<file path="config.mk">
export PLATFORM = sky130hd
export DESIGN_NAME = imem_loader
export DESIGN_NICKNAME = d
export VERILOG_FILES = /design/src/rtl/imem_loader_pkg.sv /design/src/rtl/imem_array.sv /design/src/rtl/imem_loader.sv
export SDC_FILE = /design/constraint.sdc
export NUM_CORES = 1
export LEC_CHECK = 0
export ABC_AREA = 1
export CAP_MARGIN = 40
export CORE_MARGIN = 2
export CORE_UTILIZATION = 62
export DETAILED_ROUTE_END_ITERATION = 6
export GPL_ROUTABILITY_DRIVEN = 0
export PLACE_DENSITY_LB_ADDON = 0.2
export SYNTH_ARGS = -nofsm -noshare
export SYNTH_HDL_FRONTEND = slang
export SYNTH_HIERARCHICAL = 1
export SYNTH_SLANG_ARGS = --single-unit
</file>
<file path="constraint.sdc">
create_clock -name clk -period 3.1 [get_ports clk]
set_input_delay 0.62 -clock clk [delete_from_list [all_inputs] [get_ports clk]]
set_output_delay 0.62 -clock clk [all_outputs]
set_load 0.02 [all_outputs]
</file>
<file path="src/rtl/imem_loader_pkg.sv">
`default_nettype none
// ============================================================================
// Module  : imem_loader_pkg
// Brief   : Shared types and constants for the instruction-memory loader.
// Revision: 1.0 - initial release
// ============================================================================
package imem_loader_pkg;

   localparam int INSTR_W = 8;
   localparam logic [INSTR_W-1:0] NOP_INSTR = 8'h00;

   typedef enum logic [1:0] {
      ST_IDLE = 2'd0,
      ST_LOAD = 2'd1,
      ST_OVF  = 2'd2,
      ST_RUN  = 2'd3
   } state_t;

endpackage : imem_loader_pkg
`default_nettype wire

</file>
<file path="src/rtl/imem_array.sv">
`default_nettype none
// ============================================================================
// Module  : imem_array
// Brief   : DEPTH x INSTR_W storage, synchronous write, asynchronous read.
// Revision: 1.0 - initial release
// ============================================================================
module imem_array
   import imem_loader_pkg::*;
#(
   parameter int DEPTH = 16,
   parameter int AW    = 4
) (
   input  logic               clk,
   input  logic               we,
   input  logic [AW-1:0]      waddr,
   input  logic [INSTR_W-1:0] wdata,
   input  logic [AW-1:0]      raddr,
   output logic [INSTR_W-1:0] rdata
);

   logic [INSTR_W-1:0] mem_q [DEPTH];

   always_ff @(posedge clk) begin
      if (we) begin
         mem_q[waddr] <= wdata;
      end
   end

   // Read-before-write: a same-cycle write lands only after the edge.
   assign rdata = mem_q[raddr];

endmodule : imem_array
`default_nettype wire

</file>
<file path="src/rtl/imem_loader.sv">
`default_nettype none
// ============================================================================
// Module  : imem_loader
// Brief   : Streams a program image into instruction memory and holds the
//           core in reset until a complete image is present.
// Revision: 1.0 - initial release
// ============================================================================
module imem_loader
   import imem_loader_pkg::*;
#(
   parameter int DEPTH = 16,
   parameter int AW    = 4
) (
   input  logic               clk,
   input  logic               rst,
   input  logic               start,
   input  logic               s_valid,
   input  logic [INSTR_W-1:0] s_data,
   input  logic               s_last,
   output logic               s_ready,
   input  logic [AW-1:0]      fetch_addr,
   output logic [INSTR_W-1:0] fetch_data,
   output logic               core_rst,
   output logic               load_done,
   output logic               load_err,
   output logic [AW:0]        word_count
);

   if (AW != $clog2(DEPTH)) begin : g_bad_aw
      $error("imem_loader: AW must equal log2(DEPTH)");
   end

   localparam logic [AW-1:0] LAST_PTR = AW'(DEPTH - 1);
   localparam logic [AW-1:0] PTR_ONE  = AW'(1);
   localparam logic [AW:0]   CNT_ONE  = (AW + 1)'(1);

   state_t             state_q,  state_d;
   logic [AW-1:0]      wr_ptr_q, wr_ptr_d;
   logic [AW:0]        count_q,  count_d;
   logic               err_q,    err_d;
   logic               we;
   logic               xfer;
   logic [INSTR_W-1:0] rd_word;

   assign s_ready = (state_q == ST_LOAD) || (state_q == ST_OVF);
   assign xfer    = s_valid && s_ready;

   always_ff @(posedge clk) begin
      if (rst) begin
         state_q  <= ST_IDLE;
         wr_ptr_q <= '0;
         count_q  <= '0;
         err_q    <= 1'b0;
      end else begin
         state_q  <= state_d;
         wr_ptr_q <= wr_ptr_d;
         count_q  <= count_d;
         err_q    <= err_d;
      end
   end

   always_comb begin
      state_d  = state_q;
      wr_ptr_d = wr_ptr_q;
      count_d  = count_q;
      err_d    = err_q;
      we       = 1'b0;
      case (state_q)
         ST_IDLE, ST_RUN: begin
            if (start) begin
               state_d  = ST_LOAD;
               wr_ptr_d = '0;
               count_d  = '0;
               err_d    = 1'b0;
            end
         end
         ST_LOAD: begin
            if (xfer) begin
               we      = 1'b1;
               count_d = count_q + CNT_ONE;
               if (s_last) begin
                  state_d = ST_RUN;
               end else if (wr_ptr_q == LAST_PTR) begin
                  // Memory full: pointer parks on the last slot instead of wrapping.
                  state_d = ST_OVF;
               end else begin
                  wr_ptr_d = wr_ptr_q + PTR_ONE;
               end
            end
         end
         ST_OVF: begin
            if (xfer) begin
               err_d = 1'b1;
               if (s_last) begin
                  state_d = ST_RUN;
               end
            end
         end
         default: state_d = ST_IDLE;
      endcase
   end

   imem_array #(
      .DEPTH (DEPTH),
      .AW    (AW)
   ) u_array (
      .clk   (clk),
      .we    (we),
      .waddr (wr_ptr_q),
      .wdata (s_data),
      .raddr (fetch_addr),
      .rdata (rd_word)
   );

   // Unloaded slots read as NOP so stale contents never reach the core.
   assign fetch_data = ({1'b0, fetch_addr} < count_q) ? rd_word : NOP_INSTR;
   assign core_rst   = (state_q != ST_RUN);
   assign load_done  = (state_q == ST_RUN);
   assign load_err   = err_q;
   assign word_count = count_q;

endmodule : imem_loader
`default_nettype wire

</file>
==> out/qor.csv, run 1 <==
stage,metric,value,unit
outcome,outcome,"complete, no violations",
routing,residual DRC count,0,
worst_setup_path,Critical Path Max Stage Delay,0.45,ns
grt,initial antenna violation count,0,
grt,grt ovf,0,
floorplan,die width,107,um
routing,1st-iter DRT viols,433,
final_layout,layout cell share with drive strength beyond 1,11.1,%
power_and_ir_drop,Sw Ratio,26.4,%
timing,RSZ-0062 raised after global routing,false,
placed_design,"Cell Area, Placed",7200,um^2
synthesis,synthesized area,6570,um^2
routing,via count of the routed design,4929,
clocking,CTS tree,done,
worst_setup_path,Reg-to-Reg Start,state_q[0],
timing,worst-margin pin slew,0.681,ns
power_and_ir_drop,Pwr Total,4.92,mW
clocking,H-tree depth,4,
routing,DRT Wirelength,14800,um
worst_setup_path,worst-path maximum fanout,6,
worst_setup_path,Crit Reg-Reg Endpoint,u_array/mem_q[11][6],
power_and_ir_drop,Psw,1.30,mW
clocking,CTS buffer count,17,
timing,fin crit share,97.3,%
hold_path,Hold EP,load_err,
synthesis,"Seq/Total Area, Yosys",62.1,%
grt,first-pass GRT wire length,23600,um
grt,number of global-route vias before repair,4742,
routing,drt wl/cell,16.2,um
timing,Tmin final,3.02,ns
power_and_ir_drop,PD cells,631,nW/um^2
final_layout,diodes inserted,0,
timing,fmax,0.331,GHz
power_and_ir_drop,combinational share of power,17.1,%
synthesis,Synth top area share,58.5,%
grt,largest net degree at the start of global routing,32,
floorplan,die height,107,um
synthesis,cell count after synthesis,703,
hold_path,hold crit path type,flip-flop to flip-flop,
worst_setup_path,CP required,2.48,ns
worst_setup_path,Reg2Reg Depth,6,
final_layout,nets,792,
timing,Final Slew Violations,0,
power_and_ir_drop,Leak Pwr,3.45,nW
final_layout,fill cell count,680,
worst_setup_path,CP Launch Type,input port,
power_and_ir_drop,cell internal pwr,3.62,mW
routing,Detailed Routing Iterations Pass 1,5,
floorplan,Site Rows,37,
grt,Total Routing Usage GR,27.5,%
floorplan,Initial Utilization,63.7,%
timing,worst rel slew slack,54.5,%
clocking,clock latency on the worst-skew pair,0.52,ns
hold_path,cell count of the worst hold path,2,
floorplan,Ports,34,
clocking,Worst-path clk slew,0.06,ns
power_and_ir_drop,clock power share,38.6,%
floorplan,Core ar.,10300,um^2
routing,final antenna-violating net count,0,
worst_setup_path,WP data arrival,2.40,ns
synthesis,ranking of synthesized cells by area,"edfxtp_1, nand2_1, nand3_1",
clocking,Clock Path Buffers,2,
synthesis,Yosys warnings,6,
worst_setup_path,worst-path cell chain,clkdlybuf4s50_1 -> ha_1 -> inv_1 -> nor2_2 -> nand3_2 -> o211ai_4 -> buf_6 -> buf_4 -> nor2_1 -> buf_2,
timing,Setup Skew,0.00651,ns
placed_design,dpl hpwl,9540,um
placed_design,IO buf count,33,
hold_path,hold path startpoint,load_err,
power_and_ir_drop,Worst VDD drop,0.000430,V
placed_design,pre-CTS WS,-0.355,ns
synthesis,synth unique cells,24,
clocking,Root Buffer Master,clkbuf_8,
routing,via/cell ratio,5.39,
worst_setup_path,crit path kind,input port to output pin,
clocking,Clock Sinks,140,
clocking,CTS Hold Bufs,0,
timing,Final WS setup,0.0829,ns
synthesis,Syn Area/Cell,9.35,um^2
synthesis,#FFs+latches synth,140,
final_layout,post-layout utilization of the core,75.5,%
flow_run,Maximum Capacitance Violations,0,
final_layout,Area Overhead vs Synth,18.6,%
synthesis,syn_nets,729,
worst_setup_path,r2r setup slk,1.29,ns
worst_setup_path,crit end category,output pin,
worst_setup_path,"slowest stage cell, crit path",clkdlybuf4s50_1,
timing,Final setup viols,0,
timing,Final Hold Fails,0,
final_layout,"Design Area, Final",7790,um^2
synthesis,Yosys top cell by area,edfxtp_1,
power_and_ir_drop,register share of total power,44.3,%
floorplan,die area,11400,um^2
==> per-layer routing <==
metal / vias up / GRT usage [%] / share of wire (%)
met5: - / 0 / 0
met4: 0 / 10.1 / 1.8
met3: 31 / 5.65 / 7.7
met2: 227 / 46.2 / 51
met1: 2296 / 35.5 / 40
li1: 2375 / - / -
==> worst max-delay path by stage <==
stage | from | to | depth (start not counted)
after floorplan | fetch_addr[2] | fetch_data[0] | 6
after global placement | fetch_addr[2] | fetch_data[1] | 8
after detailed placement | fetch_addr[2] | fetch_data[6] | 8
after CTS | fetch_addr[3] | fetch_data[6] | 9
after global routing | fetch_addr[1] | fetch_data[3] | 10
final | fetch_addr[3] | fetch_data[5] | 10
==> sequential cells by signal (all words and copies together) (netlist names) <==
| register | cells |
|---|---|
| wr_ptr_q | 4 |
| u_array/mem_q | 128 |
| word_count | 5 |
| state_q | 2 |
| load_err | 1 |
==> Yosys cell counts <==
library cell,instances
a21boi_0,1
a21oi_1,7
a21oi_2,1
buf_1,1
buf_2,14
buf_4,4
buf_6,6
dfxtp_1,12
edfxtp_1,128
ha_1,9
inv_1,132
inv_2,4
nand2_1,201
nand2_2,4
nand3_1,113
nand3b_1,2
nand4_1,3
nor2_1,48
nor2_2,2
nor2_4,1
o211ai_2,1
o21ai_0,6
o21ai_1,2
or2_0,1
==> layout make-up <==
class	count	area, um^2	area share (%)
timing repair buffer	69	638	8.19
inverter	136	510	6.55
tap	136	170	2.18
clock buffer	20	425	5.46
sequential	140	4090	52.4
clock inverter	11	126	1.62
multi-input combinational	402	1840	23.6
==> cells in the final DEF (no fill, tap or decap), types with 2 or more instances in the layout <==
cell,count
nand2_1,201
inv_1,132
edfxtp_1,128
nand3_1,112
nor2_1,47
buf_4,30
clkdlybuf4s50_1,23
clkbuf_16,16
dfxtp_1,11
ha_1,8
a21oi_1,7
o21ai_0,5
clkinv_2,5
buf_12,5
inv_2,4
nand2_2,4
nor2_2,3
nand4_1,3
clkbuf_1,3
bufinv_16,3
clkinv_1,3
buf_2,3
clkbuf_2,3
o21ai_1,2
dlygate4sd2_1,2
buf_6,2
nand3b_1,2
==> repair_timing <==
item,4_1_cts,5_1_grt
gates resized for setup,22,12
setup endpoints to repair,8,6
pin swaps,2,3
setup buffers,4,0
==> power by group through the flow <==
| stage | logic, mW | clock network [mW] | registers, mW |
|---|---|---|---|
| global placement | 0.796 | 0 | 2.21 |
| detailed placement | 0.823 | 0 | 2.22 |
| finish | 0.844 | 1.90 | 2.18 |
| CTS | 0.837 | 1.92 | 2.18 |
| floorplan | 0.554 | 0 | 2.21 |
| global route | 0.932 | 1.99 | 2.19 |
==> stage by stage <==
stage                     hold slack, ns  TNS (ns)  std cells
after floorplan                    0.497         0        703
after global placement             0.464     -1.82        879
after detailed placement           0.479     -2.58        879
after CTS                          0.493         0        914
after global routing               0.526         0        914
final                              0.494         0        914
==> kinds of logic (layout without fill, tap and decap cells) <==
group / after synthesis / count (layout) / share of synthesized area, %
AOI/OAI and AO/OA: 18 / 18 / 1.58
adders and majority gates: 9 / 9 / 1.71
and+or+nand+nor: 375 / 375 / 24.2
buffers and inverters: 161 / 236 / 10.4
DFF: 140 / 140 / 62.1
==> worst max-delay path: cells and delay by family <==
kind	cells	cell delay (ns)
buffers and inverters	5	0.90
AOI/OAI and AO/OA	1	0.30
adders and majority gates	1	0.30
and+or+nand+nor	3	0.27
Note: power is estimated with default switching activity, not from simulation.
==> run 2: changes to the inputs <==
==> constraint.sdc (replaced) <==
create_clock -name clk -period 3.9 [get_ports clk]
set_input_delay 0.78 -clock clk [delete_from_list [all_inputs] [get_ports clk]]
set_output_delay 0.78 -clock clk [all_outputs]
set_load 0.02 [all_outputs]
==> out/qor.csv, run 2 (synthesis results as in run 1) <==
stage,metric,value,unit
power_and_ir_drop,combinational share of power,16.2,%
power_and_ir_drop,register share of total power,43.0,%
clocking,Clock Sinks,140,
clocking,H-tree depth,4,
hold_path,hold crit path type,flip-flop to flip-flop,
routing,via count of the routed design,4878,
floorplan,die height,107,um
power_and_ir_drop,clock power share,40.8,%
power_and_ir_drop,cell internal pwr,2.95,mW
grt,number of global-route vias before repair,4753,
clocking,Worst-path clk slew,0.06,ns
timing,Final setup viols,0,
worst_setup_path,Worst Path Buf+Inv,5,
timing,worst-margin pin slew,0.861,ns
floorplan,Initial Utilization,63.7,%
power_and_ir_drop,PD cells,527,nW/um^2
worst_setup_path,WP data arrival,3.06,ns
grt,met3 track utilization from global routing,6.50,%
worst_setup_path,Worst path top cell family by delay,buffers and inverters,
worst_setup_path,worst-path cell chain,clkdlybuf4s50_1 -> buf_4 -> inv_1 -> nand3_1 -> nand3_1 -> nand2_1 -> inv_1 -> nor2_1 -> clkdlybuf4s50_1,
timing,Final Hold Fails,0,
placed_design,pre-CTS WS,0.171,ns
grt,grt ovf,0,
floorplan,Site Rows,37,
floorplan,Core ar.,10300,um^2
timing,Tmin final,3.84,ns
timing,fin crit share,98.6,%
clocking,CTS buffer count,17,
timing,fmax,0.260,GHz
grt,Total Routing Usage GR,28.0,%
routing,via/cell ratio,5.45,
hold_path,hold path startpoint,load_err,
timing,Setup Skew,0.00814,ns
timing,Final WS setup,0.0561,ns
timing,Final Slew Violations,0,
routing,Detailed Routing Iterations Pass 1,7,
power_and_ir_drop,Psw,1.08,mW
final_layout,Area Overhead vs Synth,16.3,%
grt,first-pass GRT wire length,23700,um
clocking,postcts setup bufs,0,
placed_design,dpl hpwl,9530,um
worst_setup_path,"slowest stage cell, crit path",clkdlybuf4s50_1,
clocking,clock latency on the worst-skew pair,0.53,ns
placed_design,IO buf count,33,
routing,residual DRC count,0,
final_layout,nets,772,
grt,largest net degree at the start of global routing,47,
final_layout,fill cell count,708,
placed_design,Placed Cells,862,
clocking,CTS Hold Bufs,0,
grt,GRT Max-Usage Layer,met2,
power_and_ir_drop,Leak Pwr,3.31,nW
final_layout,"commonest non-fill, non-tap cell in the layout",nand2_1,
worst_setup_path,CP Launch Type,input port,
routing,1st-iter DRT viols,381,
outcome,outcome,"complete, no violations",
grt,grt met1 use,34.3,%
worst_setup_path,crit path kind,input port to output pin,
final_layout,"commonest cells after routing, fill and taps aside","nand2_1, inv_1, edfxtp_1",
worst_setup_path,Reg-to-Reg Start,state_q[0],
worst_setup_path,worst-path maximum fanout,17,
routing,drt wl/cell,16.7,um
final_layout,layout cell share with drive strength beyond 1,7.91,%
floorplan,die area,11400,um^2
timing,worst rel slew slack,42.4,%
clocking,Root Buffer Master,clkbuf_8,
grt,initial antenna violation count,0,
routing,final antenna-violating net count,0,
power_and_ir_drop,Worst VDD drop,0.000404,V
floorplan,die width,107,um
flow_run,Maximum Capacitance Violations,0,
final_layout,Largest register FFs,128,
routing,DRT Wirelength,15000,um
timing,RSZ-0062 raised after global routing,false,
final_layout,diodes inserted,0,
power_and_ir_drop,Sw Ratio,26.8,%
final_layout,most flop-heavy register,u_array/mem_q,
final_layout,fin cells,895,
timing,setup_tns,0,ns
worst_setup_path,Critical Path Start,fetch_addr[2],
clocking,Resized cells post-CTS,0,
grt,M2 GR Usage,46.5,%
floorplan,Ports,34,
clocking,Clock Path Buffers,2,
worst_setup_path,CP required,3.12,ns
clocking,CTS tree,done,
worst_setup_path,crit end category,output pin,
worst_setup_path,Critical Path Max Stage Delay,0.62,ns
==> run 2: cell types whose count changed in the layout (fill, tap and decap cells not counted), moves of 3 or more <==
cell             delta
clkinv_4            +5
clkbuf_2            -3
clkbuf_1            -3
clkinv_2            -4
clkdlybuf4s50_1     +9
buf_12              -4
clkinvlp_4          +3
buf_4              -15
==> run 2: routing by layer <==
layer | routed length (um) | share of wire [%]
met5 | 0 | 0
met4 | 588 | 3.9
met3 | 1230 | 8.2
met2 | 7420 | 50
met1 | 5750 | 38
==> run 2: final timing paths <==
| kind | end | slack (ns) | cells past startpoint |
|---|---|---|---|
| worst max-delay path | fetch_data[5] | 0.06 | 9 |
| worst min-delay path | load_err | 0.49 | 2 |
| worst max register to register | u_array/mem_q[9][6] | 1.76 | 5 |
| worst min register to register | load_err | 0.49 | 2 |
==> run 2: worst reg2reg max path: cells and delay by family, from the launching register on <==
| kind | cells | cell delay [ns] |
|---|---|---|
| adder cells (fa/ha/maj) | 1 | 0.30 |
| buffers and inverters | 1 | 0.12 |
| flip-flops | 1 | 0.40 |
| AND/OR/NAND/NOR | 3 | 0.94 |
==> run 2: power by group through the flow <==
stage	Sequential [mW]	Clock, mW	Combinational (mW)
6_report	1.73	1.64	0.654
5_1_grt	1.74	1.73	0.726
4_1_cts	1.73	1.66	0.650
3_5_place_dp	1.76	0	0.642
3_3_place_gp	1.76	0	0.617
2_1_floorplan	1.76	0	0.441
==> run 2: cell type report <==
cell class	instances	area, um^2	area share [%]
Sequential cell	140	4080	53.4
Inverter	136	510	6.68
Clock buffer	17	414	5.42
Clock inverter	15	199	2.60
Timing Repair Buffer	49	458	5.99
Multi-Input combinational cell	402	1810	23.6
Tap cell	136	170	2.23
==> run 2: per-stage QoR <==
stage / utilization (%) / total power, mW / hold slack (ns) / instance area (um^2)
floorplan: - / 2.20 / 0.497 / 6570
global placement: 67.8 / 2.38 / 0.466 / 7000
detailed placement: 68.0 / 2.40 / 0.476 / 7020
CTS: 73.9 / 4.04 / 0.495 / 7630
global route: 74.0 / 4.19 / 0.511 / 7640
finish: 74.0 / 4.03 / 0.494 / 7640
